[src/rtl/hazard_if.sv]
// ============================================================================
// hazard_if : pipeline <-> hazard controller signal bundle
// Rev 1.0   : initial release
// ============================================================================
`default_nettype none

interface hazard_if;
  logic [4:0] ID_rs1_addr;
  logic [4:0] ID_rs2_addr;
  logic       ID_use_rs1;
  logic       ID_use_rs2;
  logic [4:0] EX_rd_addr;
  logic       EX_MemRead;
  logic       EX_md_valid;
  logic       EX_branch_taken;
  logic       md_done;
  logic       im_wait;
  logic       dm_wait;

  logic       pc_we;
  logic       if_id_we;
  logic       id_ex_we;
  logic       ex_mem_we;
  logic       mem_wb_we;
  logic       if_id_flush;
  logic       id_ex_flush;
  logic       ex_mem_flush;
  logic       md_start;

  // Pipeline side: supplies hazard sources, consumes enables/flushes.
  modport master (
    output ID_rs1_addr, ID_rs2_addr, ID_use_rs1, ID_use_rs2, EX_rd_addr,
           EX_MemRead, EX_md_valid, EX_branch_taken, md_done, im_wait, dm_wait,
    input  pc_we, if_id_we, id_ex_we, ex_mem_we, mem_wb_we,
           if_id_flush, id_ex_flush, ex_mem_flush, md_start
  );

  modport slave (
    input  ID_rs1_addr, ID_rs2_addr, ID_use_rs1, ID_use_rs2, EX_rd_addr,
           EX_MemRead, EX_md_valid, EX_branch_taken, md_done, im_wait, dm_wait,
    output pc_we, if_id_we, id_ex_we, ex_mem_we, mem_wb_we,
           if_id_flush, id_ex_flush, ex_mem_flush, md_start
  );
endinterface

`default_nettype wire

[src/rtl/hazard_ctrl.sv]
// ============================================================================
// hazard_ctrl : 5-stage pipeline hazard controller (load-use, branch, mul/div,
//               memory wait). Optional perf counters: HAZARD_PERF_CNT_EN.
// Rev 1.0     : initial release
// ============================================================================
`default_nettype none

module hazard_ctrl #(
  parameter int CNT_W = 32
) (
  input  wire logic             clk,
  input  wire logic             rst_n,
  hazard_if.slave               hz,
  output logic [CNT_W-1:0]      stall_cnt,
  output logic [CNT_W-1:0]      flush_cnt
);

  typedef enum logic [0:0] {
    RUN     = 1'b0,
    MD_WAIT = 1'b1
  } state_t;

  state_t state_q, state_d;

  logic mw;
  logic lu;
  logic pc_we, if_id_we, id_ex_we, ex_mem_we, mem_wb_we;
  logic if_id_flush, id_ex_flush, ex_mem_flush, md_start;

  assign mw = hz.im_wait | hz.dm_wait;
  assign lu = hz.EX_MemRead && (hz.EX_rd_addr != 5'd0) &&
              ((hz.ID_use_rs1 && (hz.ID_rs1_addr == hz.EX_rd_addr)) ||
               (hz.ID_use_rs2 && (hz.ID_rs2_addr == hz.EX_rd_addr)));

  always_ff @(posedge clk or negedge rst_n) begin
    if (!rst_n) state_q <= RUN;
    else        state_q <= state_d;
  end

  always_comb begin
    state_d      = state_q;
    pc_we        = 1'b0;
    if_id_we     = 1'b0;
    id_ex_we     = 1'b0;
    ex_mem_we    = 1'b0;
    mem_wb_we    = 1'b0;
    if_id_flush  = 1'b0;
    id_ex_flush  = 1'b0;
    ex_mem_flush = 1'b0;
    md_start     = 1'b0;

    if (!rst_n) begin
      state_d = RUN;
    end else if (mw) begin
      // Whole pipeline frozen; a deferred md_start re-fires once mw drops.
      state_d = state_q;
    end else if ((state_q == MD_WAIT) && !hz.md_done) begin
      ex_mem_we    = 1'b1;
      mem_wb_we    = 1'b1;
      ex_mem_flush = 1'b1;
    end else if ((state_q == RUN) && hz.EX_md_valid) begin
      ex_mem_we    = 1'b1;
      mem_wb_we    = 1'b1;
      ex_mem_flush = 1'b1;
      md_start     = 1'b1;
      state_d      = MD_WAIT;
    end else begin
      if (state_q == MD_WAIT) state_d = RUN;
      pc_we     = 1'b1;
      if_id_we  = 1'b1;
      id_ex_we  = 1'b1;
      ex_mem_we = 1'b1;
      mem_wb_we = 1'b1;
      if (hz.EX_branch_taken) begin
        // The ID instruction is squashed, so a pending load-use is moot.
        if_id_flush = 1'b1;
        id_ex_flush = 1'b1;
      end else if (lu) begin
        pc_we       = 1'b0;
        if_id_we    = 1'b0;
        id_ex_flush = 1'b1;
      end
    end
  end

  assign hz.pc_we        = pc_we;
  assign hz.if_id_we     = if_id_we;
  assign hz.id_ex_we     = id_ex_we;
  assign hz.ex_mem_we    = ex_mem_we;
  assign hz.mem_wb_we    = mem_wb_we;
  assign hz.if_id_flush  = if_id_flush;
  assign hz.id_ex_flush  = id_ex_flush;
  assign hz.ex_mem_flush = ex_mem_flush;
  assign hz.md_start     = md_start;

`ifdef HAZARD_PERF_CNT_EN
  localparam logic [CNT_W-1:0] CNT_ONE = {{(CNT_W-1){1'b0}}, 1'b1};

  logic [CNT_W-1:0] stall_q;
  logic [CNT_W-1:0] flush_q;

  always_ff @(posedge clk or negedge rst_n) begin
    if (!rst_n) begin
      stall_q <= '0;
      flush_q <= '0;
    end else begin
      if (!pc_we && (stall_q != '1))      stall_q <= stall_q + CNT_ONE;
      if (if_id_flush && (flush_q != '1)) flush_q <= flush_q + CNT_ONE;
    end
  end

  assign stall_cnt = stall_q;
  assign flush_cnt = flush_q;
`else
  assign stall_cnt = '0;
  assign flush_cnt = '0;
`endif

endmodule

`default_nettype wire

[src/flat_wrapper.sv]
// flat-port wrapper written by rule: the top's interface ports become plain ports
module hazard_ctrl_flat 
#(
  parameter int CNT_W = 32
)
  (clk, rst_n, stall_cnt, flush_cnt, hz_ID_rs1_addr, hz_ID_rs2_addr, hz_ID_use_rs1, hz_ID_use_rs2, hz_EX_rd_addr, hz_EX_MemRead, hz_EX_md_valid, hz_EX_branch_taken, hz_md_done, hz_im_wait, hz_dm_wait, hz_pc_we, hz_if_id_we, hz_id_ex_we, hz_ex_mem_we, hz_mem_wb_we, hz_if_id_flush, hz_id_ex_flush, hz_ex_mem_flush, hz_md_start);
  hazard_if hz_i ();
  input  wire logic clk;
  input  wire logic rst_n;
  output logic [CNT_W-1:0] stall_cnt;
  output logic [CNT_W-1:0] flush_cnt;
  input wire logic [$bits(hz_i.ID_rs1_addr)-1:0] hz_ID_rs1_addr;
  input wire logic [$bits(hz_i.ID_rs2_addr)-1:0] hz_ID_rs2_addr;
  input wire logic [$bits(hz_i.ID_use_rs1)-1:0] hz_ID_use_rs1;
  input wire logic [$bits(hz_i.ID_use_rs2)-1:0] hz_ID_use_rs2;
  input wire logic [$bits(hz_i.EX_rd_addr)-1:0] hz_EX_rd_addr;
  input wire logic [$bits(hz_i.EX_MemRead)-1:0] hz_EX_MemRead;
  input wire logic [$bits(hz_i.EX_md_valid)-1:0] hz_EX_md_valid;
  input wire logic [$bits(hz_i.EX_branch_taken)-1:0] hz_EX_branch_taken;
  input wire logic [$bits(hz_i.md_done)-1:0] hz_md_done;
  input wire logic [$bits(hz_i.im_wait)-1:0] hz_im_wait;
  input wire logic [$bits(hz_i.dm_wait)-1:0] hz_dm_wait;
  output wire logic [$bits(hz_i.pc_we)-1:0] hz_pc_we;
  output wire logic [$bits(hz_i.if_id_we)-1:0] hz_if_id_we;
  output wire logic [$bits(hz_i.id_ex_we)-1:0] hz_id_ex_we;
  output wire logic [$bits(hz_i.ex_mem_we)-1:0] hz_ex_mem_we;
  output wire logic [$bits(hz_i.mem_wb_we)-1:0] hz_mem_wb_we;
  output wire logic [$bits(hz_i.if_id_flush)-1:0] hz_if_id_flush;
  output wire logic [$bits(hz_i.id_ex_flush)-1:0] hz_id_ex_flush;
  output wire logic [$bits(hz_i.ex_mem_flush)-1:0] hz_ex_mem_flush;
  output wire logic [$bits(hz_i.md_start)-1:0] hz_md_start;
  assign hz_i.ID_rs1_addr = hz_ID_rs1_addr;
  assign hz_i.ID_rs2_addr = hz_ID_rs2_addr;
  assign hz_i.ID_use_rs1 = hz_ID_use_rs1;
  assign hz_i.ID_use_rs2 = hz_ID_use_rs2;
  assign hz_i.EX_rd_addr = hz_EX_rd_addr;
  assign hz_i.EX_MemRead = hz_EX_MemRead;
  assign hz_i.EX_md_valid = hz_EX_md_valid;
  assign hz_i.EX_branch_taken = hz_EX_branch_taken;
  assign hz_i.md_done = hz_md_done;
  assign hz_i.im_wait = hz_im_wait;
  assign hz_i.dm_wait = hz_dm_wait;
  assign hz_pc_we = hz_i.pc_we;
  assign hz_if_id_we = hz_i.if_id_we;
  assign hz_id_ex_we = hz_i.id_ex_we;
  assign hz_ex_mem_we = hz_i.ex_mem_we;
  assign hz_mem_wb_we = hz_i.mem_wb_we;
  assign hz_if_id_flush = hz_i.if_id_flush;
  assign hz_id_ex_flush = hz_i.id_ex_flush;
  assign hz_ex_mem_flush = hz_i.ex_mem_flush;
  assign hz_md_start = hz_i.md_start;
  hazard_ctrl #(.CNT_W(CNT_W)) u_core (.clk(clk), .rst_n(rst_n), .hz(hz_i), .stall_cnt(stall_cnt), .flush_cnt(flush_cnt));
endmodule
[config.mk]
export PLATFORM = sky130hd
export DESIGN_NAME = hazard_ctrl_flat
export DESIGN_NICKNAME = d
export VERILOG_FILES = /design/src/rtl/hazard_if.sv /design/src/rtl/hazard_ctrl.sv /design/src/flat_wrapper.sv
export SDC_FILE = /design/constraint.sdc
export NUM_CORES = 1
export LEC_CHECK = 0
export BUFFER_PORTS_ARGS = -buffer_cell sky130_fd_sc_hd__buf_2
export CAP_MARGIN = 20
export CORE_MARGIN = 2
export CORE_UTILIZATION = 35
export DETAILED_ROUTE_END_ITERATION = 8
export GPL_ROUTABILITY_DRIVEN = 0
export PLACE_DENSITY_LB_ADDON = 0.12
export SYNTH_ARGS = -nofsm -noshare
export SYNTH_HDL_FRONTEND = slang
export SYNTH_SLANG_ARGS = --single-unit
[constraint.sdc]
create_clock -name clk -period 3.4 [get_ports clk]
set_clock_uncertainty 0.2 [all_clocks]
set_input_delay 0.51 -clock clk [delete_from_list [all_inputs] [get_ports clk]]
set_output_delay 0.51 -clock clk [all_outputs]
set_load 0.05 [all_outputs]
## After elaboration in Yosys (flattened, before gate mapping)

Cells that the tools add are included.

| storage, ports and cells | value |
|---|---|
| bits in registers | 1 |
| bits in latches | 0 |
| memory bits (writable) | 0 |
| bits in read-only memories | 0 |
| input bits | 25 |
| word-level logic and storage cells | 50 |
| memories kept | 0 |

| cells by class | value |
|---|---|
| add/sub/neg operators | 0 |
| multiply operators | 0 |
| div/mod/pow operators | 0 |
| order comparisons | 0 |
| equality and inequality tests | 4 |
| shift operators | 0 |
| muxes and demuxes | 33 |
| bitwise logic cells | 2 |
| reduce and logical (&&, ||, !) cells | 10 |

Operators by type and width:

| cell | number |
|---|---|
| $mux W1 | 33 |
| $eq A5 B5 Y1 | 2 |
| $logic_and A1 B1 Y1 | 6 |
| $reduce_bool A5 Y1 | 1 |
| $ne A2 B2 Y1 const B | 2 |
| $reduce_and A2 Y1 | 1 |
| $logic_not A1 Y1 | 1 |
| $logic_or A1 B1 Y1 | 1 |
| $not A1 Y1 | 1 |
| $or A1 B1 Y1 | 1 |

## Logic depth before layout (Yosys ltp)

| depth | value |
|---|---|
| depth in word-level cells | 10 |
| mapped depth | 5 |
| mapped depth without buffers | 4 |

## Worst setup path before layout

No wires, ideal clock.

| timing | value |
|---|---|
| path type | input to output |
| from | in hz_dm_wait |
| to | out hz_id_ex_flush |
| arrival time | 2.460 ns |
| path slack | 0.230 ns |
| stages on the path | 4 |
| path through | or3b_4 a211oi_4 o211ai_1 o21bai_1 |

| on the way | value |
|---|---|
| longest elaborated chain between the ends | 3 |

RTL lines:

| item | RTL line | text |
|---|---|---|
| start, declared | flat_wrapper.sv:22 | `input wire logic [$bits(hz_i.dm_wait)-1:0] hz_dm_wait;` |
| $or A1 B1 Y1 | hazard_ctrl.sv:30 | `assign mw = hz.im_wait \| hz.dm_wait;` |
| $mux W1 | hazard_ctrl.sv:54 | `end else if (mw) begin` |
| $mux W1 | hazard_ctrl.sv:52 | `if (!rst_n) begin` |
| end, declared | flat_wrapper.sv:29 | `output wire logic [$bits(hz_i.id_ex_flush)-1:0] hz_id_ex_flush;` |

No other way between the ends.

## Final worst setup path

Same ends and word-level chain as after synthesis.

==> results by group <==
Placed design
  – Post-placement cell count: ~160
  – Final HPWL DP: 1.14 mm
  – I/O Buffers: 33

Route
  – 1st-pass router iterations: 4
  – WL/cell: just under 8 um
  – Post-route ant nets: 0
  – Vias: 520
  – DRC: 0
  – Iteration-0 DRC Markers: 4
  – Vias per inst: between 3 and 4
  – Final WL: between 1 and 1.5 mm

Worst setup path
  – R2R setup slack: 2.36 ns
  – Top fanout value on the critical path: 4
  – WP data required: about 2.7 ns
  – Critical path startpoint: hz_dm_wait
  – Crit path kind: in2out
  – Worst EP arrival: around 1.9 ns
  – RR Startpoint: u_core.state_q
  – CP endpoint kind: output port
  – Startpoint type of the worst setup path: input port

Power and ir drop
  – Tot Pwr: 0.000221 W
  – Pwr/cell area: just over 300 nW/um^2
  – Cell leakage power: 0.458 nW
  – VDD IR max: around 0.00013 V

Flow run
  – Max Cap Viol: 0

Global routing
  – Total global routing track utilization: 0.0704
  – Residual overflow from global routing: 0
  – Initial antenna violation count: 0
  – Number of global-route vias before repair: 368
  – First-pass GRT wire length: approximately 1.5 mm
  – Largest net degree at the start of global routing: 6

Synth
  – Cells after Synth: 100
  – Top-count cell post-synth: buf_4
  – Dominant cell type by area after synthesis: buf_4
  – Synth top area cells: buf_4 (64%), xor2_1 (9.1%), dfrtp_1 (3.2%)
  – Synth Cell Area: just under 800 um^2
  – Post-synth top flop: dfrtp_1
  – Synth cell types: 22
  – Post-synth top area share: 0.643
  – Post-synthesis sequential area ratio: 0.0325
  – Yosys warns: 0
  – Avg Inst Size Synth: around 7.7 um^2
  – Async SR Flop Fraction: 1.00
  – Synth Register Bits: 1
  – EDFF count, synth: 0
  – Post-synth top cells: buf_4 (66), xor2_1 (8), inv_1 (3)

Die
  – Initial Utilization: 0.381
  – # IOs: a little under 100
  – DIE WIDTH: slightly above 50 um
  – Die H: between 50 and 60 um
  – Die ar.: ~2600 um^2
  – Std cell rows: 16
  – Core area: about 2000 um^2

Run status
  – Status: completed

Layout
  – Top reg by flops: u_core.state_q
  – Fillers: ~230
  – Number of flip-flops in the largest register: 1
  – Ratio of cells with drive above 1 in the final layout: 0.292
  – Area delta synth->final: -7.79%
  – Net count, final: approximately 160
  – Largest regs: u_core.state_q: 1 flops
  – Final Non-Filler Cells: 157
  – Diodes inserted: 0

CTS
  – Post-CTS sizing: 0
  – Setup Fix Bufs, Post-CTS: 0
  – Clock-pin slew of the registers on the worst-case setup and hold paths: 0 ns
  – Clock Latency Late Sink: 0 ns
  – CTS Hold Bufs: 0

STA
  – TNS Setup: 0 ns
  – Tcrit/Tclk final: 0.759
  – Fin. Hold Viols: 0
  – RSZ-0062 raised after global routing: false
  – Max Transition Viols Final: 0
  – Fmax: 0.387 GHz
  – Setup Viol. Count Final: 0
  – Minimum clock period: between 2 and 3 ns

Worst hold path
  – Hold/Removal Path Class: in2async
==> critical path: stages <==
cell,delay [ns]
buf_2,0.10
or3b_4,0.42
a211oi_4,0.29
and2_4,0.19
o21bai_1,0.09
buf_2,0.27
==> area by class of cell <==
class / instances / area, um^2 / share of cell area
Inverter: 3 / 11.3 / 0.0158
Sequential cell: 1 / 25.0 / 0.0352
Multi-Input combinational cell: 93 / 475 / 0.669
Tap cell: 27 / 33.8 / 0.0475
Timing Repair Buffer: 33 / 165 / 0.232
==> cells by family after synthesis <==
kind of cell           share of synthesized area
AO/OA/AOI/OAI                             0.0990
XOR/XNOR                                   0.114
buffers and inverters                      0.657
flip-flops                                0.0325
other                                    0.00487
AND/OR/NAND/NOR                           0.0925
==> metrics by stage <==
| step | area [um^2] | util | worst slack (ns) | hold WS [ns] |
|---|---|---|---|---|
| final | 711 | 0.351 | 0.819 | 0.0987 |
| after global routing | 711 | 0.351 | 0.738 | 0.107 |
| after CTS | 711 | 0.351 | 0.811 | 0.101 |
| after detailed placement | 711 | 0.351 | 0.813 | 0.0999 |
| after global placement | 711 | 0.351 | 0.840 | 0.100 |
| after floorplan | 1010 | - | 0.230 | 0.0144 |
==> layer usage <==
metal	part of all wire	global-route usage	wire, um
met3	0.22	0.0175	265
met2	0.46	0.132	551
met5	0	0	0
met1	0.32	0.0850	388
met4	0	0	0
==> cells in the final DEF, fill, tap and decap left out <==
cell,instances
nor2b_2,1
a21oi_1,2
o21bai_1,1
nor4_1,2
o31a_1,1
buf_2,33
and2_0,1
and2_4,1
inv_1,3
a32oi_1,1
o211ai_1,1
dfrtp_1,1
or3b_4,1
or4_1,1
xor2_1,8
o21ai_0,1
nor2_1,2
a311oi_1,1
a211oi_4,1
and2b_2,1
conb_1,64
xnor2_1,2
==> final timing paths <==
check                            endpoint  cells past startpoint
max                        hz_id_ex_flush                      6
min reg2reg                u_core.state_q                      1
min                        u_core.state_q                      1
max in group asynchronous  u_core.state_q                      1
max reg2reg                u_core.state_q                      2
min in group clk           u_core.state_q                      1
==> where the power goes <==
part           switching [W]  internal (W)
sequential        0.00000116     0.0000127
combinational       0.000185     0.0000228
clock                      0             0
total               0.000186     0.0000355
Note: power is estimated with default switching activity, not from simulation.
